<file path="config.mk">
export PLATFORM = sky130hd
export DESIGN_NAME = demux_1_to_8_reg
export DESIGN_NICKNAME = d
export VERILOG_FILES = /design/src/rtl/demux_1_to_8_reg.sv
export SDC_FILE = /design/constraint.sdc
export NUM_CORES = 1
export LEC_CHECK = 0
export CORE_UTILIZATION = 50
export DETAILED_ROUTE_END_ITERATION = 8
export PLACE_DENSITY = 0.85
export SYNTH_ARGS = -nofsm -noshare
export SYNTH_HDL_FRONTEND = slang
export SYNTH_SLANG_ARGS = --single-unit
</file>
<file path="constraint.sdc">
create_clock -name clk -period 7.9 [get_ports clk]
set_input_delay 1.58 -clock clk [delete_from_list [all_inputs] [get_ports clk]]
set_output_delay 1.58 -clock clk [all_outputs]
set_load 0.01 [all_outputs]
</file>
<file path="src/rtl/demux_1_to_8_reg.sv">
// ============================================================================
// demux_1_to_8_reg
// ----------------------------------------------------------------------------
// Registered 1-to-8 demultiplexer. One N-bit input word is steered to one of
// eight output channels chosen by a 3-bit selector. Each channel is a
// single-entry holding register with its own valid/ready handshake.
//
// Handshake semantics (both sides):
//   A transfer happens on a rising clk edge where valid and ready are both 1.
//   The producer holds its valid, selector and data stable while valid=1 and
//   ready=0. Ready never depends on the same side's valid. On the input side,
//   in_ready depends only on the addressed channel: the channel is empty, or
//   its consumer drains it this same cycle. This lets a full channel be
//   drained and refilled in one cycle with no bubble.
//
// Channel state:
//   Each channel k is EMPTY (out_valid[k]=0) or FULL (out_valid[k]=1).
//   out_valid is the per-channel state vector and is visible directly on the
//   port, so no separate debug state output is needed.
//
// Ports:
//   clk           system clock, all state updates on the rising edge
//   rst           synchronous active-high reset
//   in_valid      input word present this cycle
//   in_ready      block can accept the addressed word this cycle (comb.)
//   selector[2:0] destination channel index
//   in_data[N-1:0] word to deliver
//   broadcast     (DEMUX_BROADCAST_EN only) target all eight channels
//   out_valid[7:0] channel k holds an undelivered word
//   out_ready[7:0] consumer of channel k takes its word this cycle
//   out000..out111 channel holding registers, indexed by selector value
//   accept_count[15:0] words accepted since reset, wraps at 2^16
//
// Optional feature:
//   DEMUX_BROADCAST_EN - when defined, adds the broadcast input. With
//   broadcast=1 the selector is ignored, the word is accepted only when all
//   eight channels can take it, and it is loaded into every channel. The
//   accept counter still advances by one per accepted word.
// ============================================================================
module demux_1_to_8_reg #(
    parameter int N = 32
) (
    input  logic         clk,
    input  logic         rst,
    input  logic         in_valid,
    output logic         in_ready,
    input  logic [2:0]   selector,
    input  logic [N-1:0] in_data,
`ifdef DEMUX_BROADCAST_EN
    input  logic         broadcast,
`endif
    output logic [7:0]   out_valid,
    input  logic [7:0]   out_ready,
    output logic [N-1:0] out000,
    output logic [N-1:0] out001,
    output logic [N-1:0] out010,
    output logic [N-1:0] out011,
    output logic [N-1:0] out100,
    output logic [N-1:0] out101,
    output logic [N-1:0] out110,
    output logic [N-1:0] out111,
    output logic [15:0]  accept_count
);

    // ------------------------------------------------------------------------
    // State
    // ------------------------------------------------------------------------
    logic [N-1:0] chan_data [8];
    logic [7:0]   chan_valid;
    logic [15:0]  count_q;

    // ------------------------------------------------------------------------
    // Handshake decode
    // ------------------------------------------------------------------------
    // A channel can take a word when it is empty or is being drained now.
    logic [7:0] chan_free;
    logic [7:0] drain;
    logic [7:0] sel_onehot;
    logic [7:0] load;
    logic       sel_ready;
    logic       accept;

    assign chan_free  = ~chan_valid | out_ready;
    // out_ready on an empty channel is ignored by masking with chan_valid.
    assign drain      = chan_valid & out_ready;
    assign sel_onehot = 8'b0000_0001 << selector;
    assign sel_ready  = chan_free[selector];

`ifdef DEMUX_BROADCAST_EN
    logic all_ready;
    assign all_ready = &chan_free;

    always_comb begin
        in_ready = sel_ready;
        load     = 8'h00;
        if (broadcast) begin
            in_ready = all_ready;
        end
        if (in_valid && in_ready) begin
            load = broadcast ? 8'hFF : sel_onehot;
        end
    end
`else
    always_comb begin
        in_ready = sel_ready;
        load     = 8'h00;
        if (in_valid && in_ready) begin
            load = sel_onehot;
        end
    end
`endif

    assign accept = in_valid & in_ready;

    // ------------------------------------------------------------------------
    // Channel registers
    // ------------------------------------------------------------------------
    // A load takes priority over a drain in the same cycle so a refilled
    // channel stays FULL; a drained channel keeps its last data value.
    always_ff @(posedge clk) begin
        if (rst) begin
            chan_valid <= 8'h00;
            for (int k = 0; k < 8; k++) begin
                chan_data[k] <= '0;
            end
        end else begin
            chan_valid <= (chan_valid & ~drain) | load;
            for (int k = 0; k < 8; k++) begin
                if (load[k]) begin
                    chan_data[k] <= in_data;
                end
            end
        end
    end

    // ------------------------------------------------------------------------
    // Accept counter, wraps modulo 2^16
    // ------------------------------------------------------------------------
    always_ff @(posedge clk) begin
        if (rst) begin
            count_q <= 16'h0000;
        end else if (accept) begin
            count_q <= count_q + 16'd1;
        end
    end

    // ------------------------------------------------------------------------
    // Outputs (all registered; no path from in_data to any out port)
    // ------------------------------------------------------------------------
    assign out_valid    = chan_valid;
    assign accept_count = count_q;
    assign out000       = chan_data[0];
    assign out001       = chan_data[1];
    assign out010       = chan_data[2];
    assign out011       = chan_data[3];
    assign out100       = chan_data[4];
    assign out101       = chan_data[5];
    assign out110       = chan_data[6];
    assign out111       = chan_data[7];

endmodule

</file>
==> impl_results.md <==
* Post-route DRC at 0
* DP Area at 13800 µm²
* Worst-margin pin slew at 1090 ps
* Fin area at 14800 µm²
* Switching Share at 0.219
* Hold Vio Cnt, Final at 0
* Worst setup path endpoint: in_ready
* # resized after CTS at 0
* CP Data Required Time at 6320 ps
* Vias in the first global route at 6846
* Setup Crit Path Kind: in -> out
* Period utilization at 0.714
* Nets at 1076
* Ys flop type: edfxtp_1
* Die width at 146 µm
* Slew margin rel. at 0.275
* CTS tree: built
* NetSw at 0.000750 W
* Worst R2R End: chan_data[0][118]
* Final setup vio count at 0
* EDFF count, synth at 256
* CTS Buf Count at 28
* Clock sinks at 280
* CTS Hold Bufs at 0
* Root buffer cell: clkbuf_16
* Setup TNS at 0 ps
* R2r setup slk at 4860 ps
* Status: completed
* Final ANT Viol Nets at 0
* Initial Util at 0.509
* Io pins at 327
* Seq pwr share at 0.506
* Yosys reg bits at 280
* Maximum vdd drop at 190 µV
* Chip height at 146 µm
* GR Overflow Total at 0
* Input/output buffers at 326
* First-pass GRT wire length at 41700 µm
* DRT iter0 DRCs at 472
* YS warnings at 0
* Total setup buffers inserted after CTS at 0
* Max Cap Viol at 0
* Total number of vias at 6957
* Clock skew at 18.5 ps
* Std cell rows at 52
* DR pass1 iterations at 5
* CP Max Fanout at 14
* Leak at 5.43 nW
* GPL Wtd Cong at 0.843
* Pin count of the biggest net entering global routing at 58
* Total GRT Usage at 0.264
* Syn-to-layout area delta at 43.4%
* Htree depth at 1
* Clock Tree Buf Depth at 3
* Clk slew on worst S/H paths at 60 ps
* R2r startpoint: out_valid[0]
* WP data arrival at 4060 ps
* P per Cell Area at 232 nW/µm²
* RSZ-0062 raised after global routing: false
* Die Area at 21200 µm²
* Register area share after synthesis at 0.792
* Hold depth at 2
* CP startpoint: selector[0]
* FF-to-FF path depth at 5
* Synth cell types at 37
* Syn avg cell area at 14.7 µm²
* Synth Net Count at 749
* Int Pwr at 0.00268 W
* Critical Path Source Type: input pin
* Final Max Slew Viols at 0
* Drt total wl at 28200 µm
* Core Footprint at 20200 µm²
* Crit. End Element: output pin
* Synth Cell Area at 10300 µm²
* Combinational share of power at 0.101
* Hold_ws at 493 ps
* Vias per std cell at 5.27
* Hold WC Path Type: reg -> reg
* Clock power share at 0.393
* Inserted Diodes at 0
* Clock latency on the worst-skew pair at 540 ps
* Share of cells above drive strength 1 at 0.0695
* Gate Count Post-Synth at 702
* Post-DP HPWL at 18200 µm
* Async SR Flop Fraction at 0
* Post-layout min period at 5640 ps
* Initial antenna violation count at 0
* Routed len/inst at 21.4 µm
* Max Clock Freq at 0.177 GHz
## worst min-delay path by stage
stage | from | endpoint | slack (ps)
2_1_floorplan | out_valid[7] | out_valid[7] | 500
3_3_place_gp | out_valid[1] | out_valid[1] | 470
3_5_place_dp | out_valid[1] | out_valid[1] | 480
4_1_cts | out_valid[1] | out_valid[1] | 490
5_1_grt | out_valid[7] | out_valid[7] | 530
6_report | out_valid[1] | out_valid[1] | 490
## worst max-delay path, stage by stage
cell and delay [ps]:
clkdlybuf4s50_1 690, o311ai_1 470, a311o_1 650, nand2_1 150
clkdlybuf4s50_1 510
## registers in the layout, indices dropped and copies added (netlist names)
| register | flops |
|---|---|
| chan_data | 256 |
| accept_count | 16 |
| out_valid | 8 |
## layer usage
layer	up-vias	wire length, µm	GRT usage
met3	50	2200	0.0511
li1	3105	-	-
met1	3432	10700	0.318
met5	-	0	0
met2	370	14500	0.472
met4	0	797	0.0942
## synthesized netlist by cell type, types with 4 or more instances
| cell | number | area (µm²) |
|---|---|---|
| mux2_1 | 14 | 158 |
| nor2b_1 | 13 | 81.3 |
| nand2b_1 | 48 | 300 |
| buf_2 | 4 | 20.0 |
| inv_1 | 40 | 150 |
| a21oi_1 | 8 | 40.0 |
| dfxtp_1 | 24 | 480 |
| nor2_1 | 212 | 796 |
| clkbuf_1 | 25 | 93.8 |
| nand4_1 | 6 | 37.5 |
| edfxtp_1 | 256 | 7690 |
| a211oi_2 | 7 | 87.6 |
| nand3_1 | 5 | 25.0 |
| nand2_1 | 8 | 30.0 |
## power groups by stage
stage / registers [W] / clock network, W / logic [W]
floorplan: 0.00181 / 0 / 0.0000712
global placement: 0.00176 / 0 / 0.000339
detailed placement: 0.00176 / 0 / 0.000346
CTS: 0.00173 / 0.00136 / 0.000349
global route: 0.00174 / 0.00141 / 0.000362
finish: 0.00173 / 0.00135 / 0.000345
## stage by stage
| step | util | worst slack, ps | total power (W) | instances |
|---|---|---|---|---|
| floorplan | - | 3740 | 0.00188 | 702 |
| global placement | 0.684 | 2350 | 0.00210 | 1269 |
| detailed placement | 0.684 | 2340 | 0.00211 | 1269 |
| CTS | 0.730 | 2300 | 0.00345 | 1321 |
| global route | 0.730 | 2100 | 0.00351 | 1321 |
| finish | 0.730 | 2260 | 0.00343 | 1321 |
## placed cells by master (no fill, tap or decap), types with 2 or more instances in the layout
cell	n
a211oi_2	7
a21oi_1	8
a311o_1	2
buf_4	3
bufinv_16	4
clkbuf_1	6
clkbuf_16	28
clkbuf_8	2
clkdlybuf4s50_1	325
clkinv_2	9
dfxtp_1	24
edfxtp_1	256
inv_1	40
mux2_1	14
nand2_1	7
nand2b_1	40
nand2b_2	8
nand3_1	3
nand3_2	2
nand4_1	6
nand4bb_1	2
nor2_1	212
nor2b_1	13
nor3_1	3
o2111a_1	2
or3_1	2
## logic make-up after synthesis
kind of cell    share of synthesized area
buf+inv                            0.0285
compound gates                     0.0278
fa+ha+maj                         0.00121
flops                               0.792
simple gates                        0.134
mux                                0.0163
## final cells by class
class / count / area, µm²
clock buffer: 36 / 751
clock inverter: 16 / 193
fill: 1269 / 5460
inverter: 40 / 150
timing repair buffer: 329 / 3280
sequential: 280 / 8170
tap: 270 / 338
multi-input combinational: 350 / 1900
(Power assumes the default switching activity.)
